===== src/rtl/store_buffer.sv =====
// Posted-write store buffer between EX/MEM and data memory, with lw/sw hazard handling.
// Build with STORE_BUF_FWD_EN defined for store-to-load forwarding; otherwise matching loads stall.
module store_buffer #(
  parameter int DEPTH  = 4,
  parameter int ADDR_W = 32,
  parameter int DATA_W = 32
) (
  input  logic                         clk_i,
  input  logic                         rst_i,
  input  logic                         st_valid_i,
  input  logic [ADDR_W-1:0]            st_addr_i,
  input  logic [DATA_W-1:0]            st_data_i,
  output logic                         st_ready_o,
  input  logic                         ld_valid_i,
  input  logic [ADDR_W-1:0]            ld_addr_i,
  output logic                         ld_hit_o,
  output logic [DATA_W-1:0]            ld_data_o,
  output logic                         ld_stall_o,
  output logic                         mem_write_o,
  output logic [ADDR_W-1:0]            mem_addr_o,
  output logic [DATA_W-1:0]            mem_data_o,
  output logic [$clog2(DEPTH+1)-1:0]   count_o,
  output logic                         empty_o
);

  localparam int PTR_W = $clog2(DEPTH);
  localparam int CNT_W = $clog2(DEPTH+1);

  logic [PTR_W-1:0]  head_q, head_d, tail_q, tail_d;
  logic [CNT_W-1:0]  count_q, count_d;
  logic [ADDR_W-1:0] addr_q [DEPTH];
  logic [ADDR_W-1:0] addr_d [DEPTH];
  logic [DATA_W-1:0] data_q [DEPTH];
  logic [DATA_W-1:0] data_d [DEPTH];

  logic match, mem_free, push, pop;
`ifdef STORE_BUF_FWD_EN
  logic [DATA_W-1:0] match_data;
`endif

  // Loads compare at word granularity, so the byte-offset bits never take part.
  logic unused_ld_lsb;
  assign unused_ld_lsb = ^ld_addr_i[1:0];

  // Scan oldest to youngest so the last hit is the youngest matching store.
  always_comb begin
    match = 1'b0;
`ifdef STORE_BUF_FWD_EN
    match_data = '0;
`endif
    for (int i = 0; i < DEPTH; i++) begin
      if (ld_valid_i && (CNT_W'(i) < count_q) &&
          (addr_q[head_q + PTR_W'(i)][ADDR_W-1:2] == ld_addr_i[ADDR_W-1:2])) begin
        match = 1'b1;
`ifdef STORE_BUF_FWD_EN
        match_data = data_q[head_q + PTR_W'(i)];
`endif
      end
    end
  end

`ifdef STORE_BUF_FWD_EN
  assign ld_hit_o   = match;
  assign ld_data_o  = match_data;
  assign ld_stall_o = 1'b0;
`else
  assign ld_hit_o   = 1'b0;
  assign ld_data_o  = '0;
  assign ld_stall_o = match;
`endif

  // Store handshake: a store transfers on a rising edge where st_valid_i && st_ready_o;
  // st_ready_o depends only on occupancy, and the producer holds its request until it transfers.
  assign st_ready_o  = (count_q != CNT_W'(DEPTH));
  assign mem_free    = !ld_valid_i || ld_hit_o || ld_stall_o;
  assign mem_write_o = (count_q != '0) && mem_free;
  assign mem_addr_o  = addr_q[head_q];
  assign mem_data_o  = data_q[head_q];
  assign count_o     = count_q;
  assign empty_o     = (count_q == '0);

  assign push = st_valid_i && st_ready_o;
  assign pop  = mem_write_o;

  always_comb begin
    head_d  = head_q;
    tail_d  = tail_q;
    count_d = count_q;
    addr_d  = addr_q;
    data_d  = data_q;
    if (push) begin
      addr_d[tail_q] = st_addr_i;
      data_d[tail_q] = st_data_i;
      tail_d         = tail_q + PTR_W'(1);
    end
    if (pop) begin
      head_d = head_q + PTR_W'(1);
    end
    if (push && !pop) begin
      count_d = count_q + CNT_W'(1);
    end else if (pop && !push) begin
      count_d = count_q - CNT_W'(1);
    end
  end

  always_ff @(posedge clk_i or posedge rst_i) begin
    if (rst_i) begin
      head_q  <= '0;
      tail_q  <= '0;
      count_q <= '0;
      for (int i = 0; i < DEPTH; i++) begin
        addr_q[i] <= '0;
        data_q[i] <= '0;
      end
    end else begin
      head_q  <= head_d;
      tail_q  <= tail_d;
      count_q <= count_d;
      addr_q  <= addr_d;
      data_q  <= data_d;
    end
  end

endmodule


===== config.mk =====
export PLATFORM = sky130hd
export DESIGN_NAME = store_buffer
export DESIGN_NICKNAME = d
export VERILOG_FILES = /design/src/rtl/store_buffer.sv
export SDC_FILE = /design/constraint.sdc
export NUM_CORES = 1
export LEC_CHECK = 0
export ABC_AREA = 1
export CAP_MARGIN = 10
export CORE_MARGIN = 8
export CORE_UTILIZATION = 55
export CTS_CLUSTER_SIZE = 28
export DETAILED_ROUTE_END_ITERATION = 10
export HOLD_SLACK_MARGIN = 0.1
export PLACE_DENSITY = 0.85
export SLEW_MARGIN = 20
export SYNTH_ARGS = -nofsm -noshare
export SYNTH_HDL_FRONTEND = slang
export SYNTH_SLANG_ARGS = --single-unit

===== constraint.sdc =====
create_clock -name clk_i -period 23.1 [get_ports clk_i]
set_input_delay 2.31 -clock clk_i [delete_from_list [all_inputs] [get_ports clk_i]]
set_output_delay 2.31 -clock clk_i [all_outputs]
set_load 0.05 [all_outputs]

==> results of run 1 <==
-- path summary, 6_finish.rpt --
kind | depth (start not counted) | to | start
min | 2 | data_q[42]$_DFFE_PP0P_ | data_q[42]$_DFFE_PP0P_
max reg2reg | 22 | count_o[2]$_DFFE_PP0P_ | head_q[0]$_DFFE_PP0P_
min in group asynchronous | 2 | addr_q[88]$_DFFE_PP0P_ | rst_i
max | 19 | mem_write_o | head_q[0]$_DFFE_PP0P_
max in group asynchronous | 4 | data_q[121]$_DFFE_PP0P_ | rst_i
min reg2reg | 2 | data_q[42]$_DFFE_PP0P_ | data_q[42]$_DFFE_PP0P_
-- state kept, by name (all words and copies together) (netlist names) --
| name | count |
|---|---|
| addr_q | 128 |
| count_o | 3 |
| data_q | 128 |
| head_q | 2 |
| tail_q | 2 |
-- metrics by stage --
step / instances / hold slack (ps)
5_1_grt: 2918 / 505
2_1_floorplan: 2469 / 453
3_3_place_gp: 2866 / 466
4_1_cts: 2918 / 489
3_5_place_dp: 2866 / 474
6_report: 2918 / 485
-- synthesized netlist by cell type, types with 5 or more instances --
cell type / instances
nand2_1: 1069
nand3_1: 315
o21ai_0: 280
dfrtp_1: 263
inv_1: 175
clkbuf_1: 70
nor2_1: 59
buf_4: 39
a22oi_1: 34
buf_2: 29
buf_6: 20
xor2_1: 16
inv_2: 11
buf_1: 10
o21ai_1: 10
ha_1: 9
a21oi_1: 5
nand2_2: 5
-- area by class of cell --
class	count	area share
Clock buffer	36	0.0415
Clock inverter	16	0.00762
Timing Repair Buffer	181	0.0959
Sequential cell	263	0.355
Tap cell	384	0.0259
Inverter	192	0.0395
Multi-Input combinational cell	1846	0.434
-- power groups by stage --
| stage | registers (mW) | logic, mW | clock network (mW) |
|---|---|---|---|
| 2_1_floorplan | 0.793 | 1.47 | 0 |
| 6_report | 0.866 | 1.94 | 0.445 |
| 4_1_cts | 0.860 | 1.92 | 0.449 |
| 3_5_place_dp | 0.864 | 1.91 | 0 |
| 5_1_grt | 0.893 | 2.14 | 0.470 |
| 3_3_place_gp | 0.852 | 1.86 | 0 |
-- layer usage --
metal	track usage	share of wire	up-vias
met2	0.426	0.45	862
met3	0.0523	0.098	136
met5	0	0.00027	-
met1	0.347	0.41	7538
li1	-	-	7830
met4	0.105	0.036	2
-- cell families (layout without fill, tap and decap cells) --
kind of cell	Yosys count	in the layout	share of synthesized area
flip-flops	263	263	0.407
XOR/XNOR	17	17	0.00920
AND/OR/NAND/NOR	1455	1455	0.364
buffers and inverters	360	425	0.104
adder cells (fa/ha/maj)	9	9	0.00696
AO/OA/AOI/OAI	332	332	0.108
other	1	33	0.000232
-- worst max-delay path, delay by kind of cell (launching register included) --
kind	cells	cell delay (ps)
buffers and inverters	5	2610
flip-flops	1	790
AND/OR/NAND/NOR	14	1420
==> results.sh, run 1 <==
export IMPL_status="completed"
export IMPL_layout_common_cells="nand2_1, nand3_1, o21ai_0"
export IMPL_seq_area_mm2=0.00659
export IMPL_post_cts_resized=0
export IMPL_grt_max_degree=116
export IMPL_clkTransAtPathRegs_ps=60
export IMPL_avgRoutedWirePerCell_um=16.3
export IMPL_path_cells="inv_4 -> buf_4 -> nand2_1 -> nand3_1 -> nand2_1 -> nand2_1 -> nand2_1 -> inv_1 -> nand2_1 -> nor2_1 -> nand2_1 -> nor2_1 -> nand2_1 -> nand2_1 -> nand2_1 -> nand3_2 -> nand2_2 -> inv_1 -> clkdlybuf4s50_1"
export IMPL_port_buffers=168
export IMPL_setup_ws_ps=15300
export IMPL_mostFrequentLayoutCell="nand2_1"
export IMPL_cp_common_cell="nand2_1"
export IMPL_worstSkewPairLatency_ps=570
export IMPL_irDropWorstVdd_mv=0.157
export IMPL_multiInputGateArea_mm2=0.00806
export IMPL_maxCapViolCount=0
export IMPL_power_frac_seq=0.266
export IMPL_max_freq_mhz=128
export IMPL_yosys_area_top_type_share=0.407
export IMPL_layout_core_utilization=0.643
export IMPL_syn_area_per_cell_um2=6.64
export IMPL_worstSetupEndpointType="primary output"
export IMPL_dieArea_mm2=0.0352
export IMPL_power_internal_mw=1.51
export IMPL_synthTopCellsByArea="dfrtp_1, nand2_1, nand3_1"
export IMPL_drt_total_wl_mm=47.6
export IMPL_cts_hold_buf=0
export IMPL_ys_warnings_count=0
export IMPL_dieWidth_um=188
export IMPL_design_portCount=204
export IMPL_clock_skew_ps=9.64
export IMPL_post_route_period_util=0.338
export IMPL_cpPeakStageDelay_ps=830
export IMPL_drc=0
export IMPL_relSlewSlack=0.331
export IMPL_hold_class="register to register"
export IMPL_place_congestion=0.928
export IMPL_crit_type="register to primary output"
export IMPL_ys_flop_type="dfrtp_1"
export IMPL_syn_inst=2437
export IMPL_clk_path_buf_depth=3
export IMPL_fin_nets=2621
export IMPL_design_area_mm2=0.0186
export IMPL_rsz0062_at_grt="false"
export IMPL_grtUsageTotal=0.264
export IMPL_grt_pass1_vias=15500
export IMPL_p_clk_frac=0.137
export IMPL_p_per_area_mw_per_mm2=175
export IMPL_leakagePower_nw=9.72
export IMPL_slowest_stage="inv_4"
export IMPL_drtPass1Iterations=6
export IMPL_crit_required_ps=20790
export IMPL_synth_top_area_cell="dfrtp_1"
export IMPL_num_rows=62
export IMPL_pre_cts_slack_ps=15760
export IMPL_switching_share=0.534
export IMPL_pwr_share_comb=0.597
export IMPL_post_drt_via_cell_ratio=5.61
export IMPL_clock_sinks=263
export IMPL_cts_tree="built"
export IMPL_area_growth_pct=14.7
export IMPL_antenna_found_initial=1
export IMPL_cts_buffers_inserted=28
export IMPL_die_y_um=188
export IMPL_tns_ps=0
export IMPL_critPathMaxFanout=93
export IMPL_setup_viol=0
export IMPL_start_util=0.561
export IMPL_fin_total_pwr_mw=3.25
export IMPL_cts_setup_buffers=0
export IMPL_core_mm2=0.0289
export IMPL_syn_area_mm2=0.0162
export IMPL_switchingPower_mw=1.73
export IMPL_critPathArrivalTime_ps=5490
export IMPL_dp_hpwl_mm=31.2
export IMPL_drtAntennaViolNets=0
export IMPL_synth_seq_area_share=0.407
export IMPL_fill_cells=2537
export IMPL_overflow=0
export IMPL_cts_root_buffer="clkbuf_16"
export IMPL_drive_gt1_frac=0.0351
export IMPL_drt_iter0_drc=1770
export IMPL_cts_htree_levels=1
export IMPL_worst_pin_slew_ps=1000
export IMPL_grt_pass1_wl_mm=78.1
export IMPL_synth_edff_count=0
export IMPL_synthDistinctLibCells=30
export IMPL_hold_violations=0
export IMPL_antenna_cells=0
export IMPL_placed_cell_area_mm2=0.0176
export IMPL_start_kind="register"
export IMPL_vias=16400
export IMPL_reg2reg_slack_ps=18200
export IMPL_synth_seq_cells=263
export IMPL_min_period_ps=7800
export IMPL_drv_slew=0
export IMPL_async_flop_share=1.00
(Power assumes the default switching activity.)
==> run 2: changes to the inputs <==
==> constraint.sdc (replaced) <==
create_clock -name clk_i -period 7.7 [get_ports clk_i]
set_input_delay 0.77 -clock clk_i [delete_from_list [all_inputs] [get_ports clk_i]]
set_output_delay 0.77 -clock clk_i [all_outputs]
set_load 0.05 [all_outputs]
==> results.sh, run 2 (synthesis results as in run 1) <==
export IMPL_cts_htree_levels=1
export IMPL_critPathArrivalTime_ps=5490
export IMPL_cts_tree="built"
export IMPL_worst_pin_slew_ps=984
export IMPL_layout_common_cells="nand2_1, nand3_1, o21ai_0"
export IMPL_path_cells="inv_4 -> buf_4 -> nand2_1 -> nand3_1 -> nand2_1 -> xor2_1 -> nand2_1 -> nor2_1 -> nand2_1 -> nor2_1 -> nand2_1 -> nand2_1 -> nand2_1 -> nand3_2 -> nand2_2 -> inv_1 -> clkdlybuf4s50_1"
export IMPL_cts_root_buffer="clkbuf_16"
export IMPL_drc=0
export IMPL_crit_required_ps=6930
export IMPL_maxCapViolCount=0
export IMPL_drive_gt1_frac=0.0355
export IMPL_grt_pass1_vias=15900
export IMPL_drv_slew=0
export IMPL_crit_start="head_q[0]$_DFFE_PP0P_"
export IMPL_grt_max_degree=203
export IMPL_min_from="addr_q[33]$_DFFE_PP0P_"
export IMPL_drt_iter0_drc=1845
export IMPL_mostFrequentLayoutCell="nand2_1"
export IMPL_rr_startpoint="head_q[0]$_DFFE_PP0P_"
export IMPL_relSlewSlack=0.344
export IMPL_clkTransAtPathRegs_ps=60
export IMPL_start_kind="register"
export IMPL_r2r_end="count_o[2]$_DFFE_PP0P_"
export IMPL_setup_ws_ps=1440
export IMPL_pre_cts_slack_ps=2130
export IMPL_max_freq_mhz=160
export IMPL_slowest_stage="buf_4"
export IMPL_critPathMaxFanout=89
export IMPL_dieArea_mm2=0.0352
export IMPL_dp_hpwl_mm=31.1
export IMPL_clock_sinks=263
export IMPL_core_mm2=0.0289
export IMPL_fin_nets=2625
export IMPL_cts_buffers_inserted=30
export IMPL_overflow=0
export IMPL_post_cts_resized=0
export IMPL_rsz0062_at_grt="false"
export IMPL_post_route_period_util=0.813
export IMPL_port_buffers=168
export IMPL_vias=16400
export IMPL_antenna_cells=0
export IMPL_cts_hold_buf=0
export IMPL_finalNonFillerCells=2920
export IMPL_cpPeakStageDelay_ps=840
export IMPL_design_portCount=204
export IMPL_p_per_area_mw_per_mm2=528
export IMPL_start_util=0.561
export IMPL_irDropWorstVdd_mv=0.493
export IMPL_ff2ff_path_depth=20
export IMPL_grt_pass1_wl_mm=77.6
export IMPL_clk_path_buf_depth=3
export IMPL_worst_path_buf_inv=4
export IMPL_avgRoutedWirePerCell_um=16.2
export IMPL_hold_class="register to register"
export IMPL_area_growth_pct=15.7
export IMPL_num_rows=62
export IMPL_min_period_ps=6260
export IMPL_setup_viol=0
export IMPL_antenna_found_initial=1
export IMPL_grtUsageTotal=0.261
export IMPL_leakagePower_nw=9.79
export IMPL_reg2reg_slack_ps=2790
export IMPL_hold_end="addr_q[33]$_DFFE_PP0P_"
export IMPL_crit_type="register to primary output"
export IMPL_drtAntennaViolNets=0
export IMPL_placedCellCount=2866
export IMPL_dieWidth_um=188
export IMPL_worstSetupEndpointType="primary output"
export IMPL_worstSkewPairLatency_ps=570
export IMPL_die_y_um=188
export IMPL_drtPass1Iterations=6
export IMPL_clock_skew_ps=13.1
export IMPL_status="completed"
export IMPL_crit_family="buffers and inverters"
export IMPL_hold_violations=0
export IMPL_place_congestion=0.975
export IMPL_cp_common_cell="nand2_1"
export IMPL_tns_ps=0
export IMPL_worstHoldPathCells=2
export IMPL_drt_total_wl_mm=47.3
export IMPL_post_drt_via_cell_ratio=5.60
export IMPL_cts_setup_buffers=0
[run 2: cell count changes in the layout (fill, tap and decap cells not counted), sizes merged]
| cell | previous run | this run |
|---|---|---|
| buf | 13 | 15 |
| clkinvlp | 3 | 1 |
| inv | 188 | 187 |
| clkbuf | 36 | 42 |
| bufinv | 1 | 3 |
| clkinv | 16 | 11 |
[run 2: worst max-delay path by stage]
stage	endpoint	slack (ps)	depth (start not counted)
4_1_cts	mem_write_o	1450	19
5_1_grt	mem_write_o	1020	19
3_3_place_gp	mem_write_o	2160	19
3_5_place_dp	mem_write_o	2130	19
6_report	mem_write_o	1440	17
2_1_floorplan	addr_q[0]$_DFFE_PP0P_	3460	1
[run 2: layer usage]
| layer | global-route usage | share of wire |
|---|---|---|
| met5 | 0 | 0.00027 |
| met4 | 0.123 | 0.041 |
| met3 | 0.0481 | 0.099 |
| met2 | 0.412 | 0.45 |
| met1 | 0.345 | 0.41 |
[run 2: metrics by stage]
step                power [mW]  utilization  hold WS (ps)  instance area (um^2)
floorplan                 6.79            -           453                 16300
global placement          8.12        0.612           466                 17600
detailed placement        8.31        0.612           473                 17600
CTS                       9.81        0.647           489                 18700
global route              10.6        0.649           499                 18700
finish                    9.88        0.649           486                 18700
[run 2: worst min-delay path, delay by kind of cell (launching register included)]
family	cells	cell delay [ps]
AOI/OAI and AO/OA	1	60
and+or+nand+nor	1	50
DFF	1	340
[run 2: report_power, final]
part           switching [mW]  total [mW]  internal, mW
Combinational            4.06        5.85          1.79
Clock                   0.575        1.46         0.882
Sequential              0.544        2.57          2.02
[run 2: layout make-up]
cell class | instances | area [um^2]
inverter | 192 | 729
clock buffer | 42 | 866
clock inverter | 10 | 158
sequential | 263 | 6590
fill | 2526 | 10100
tap | 384 | 480
timing repair buffer | 183 | 1840
multi-input combinational | 1846 | 8060
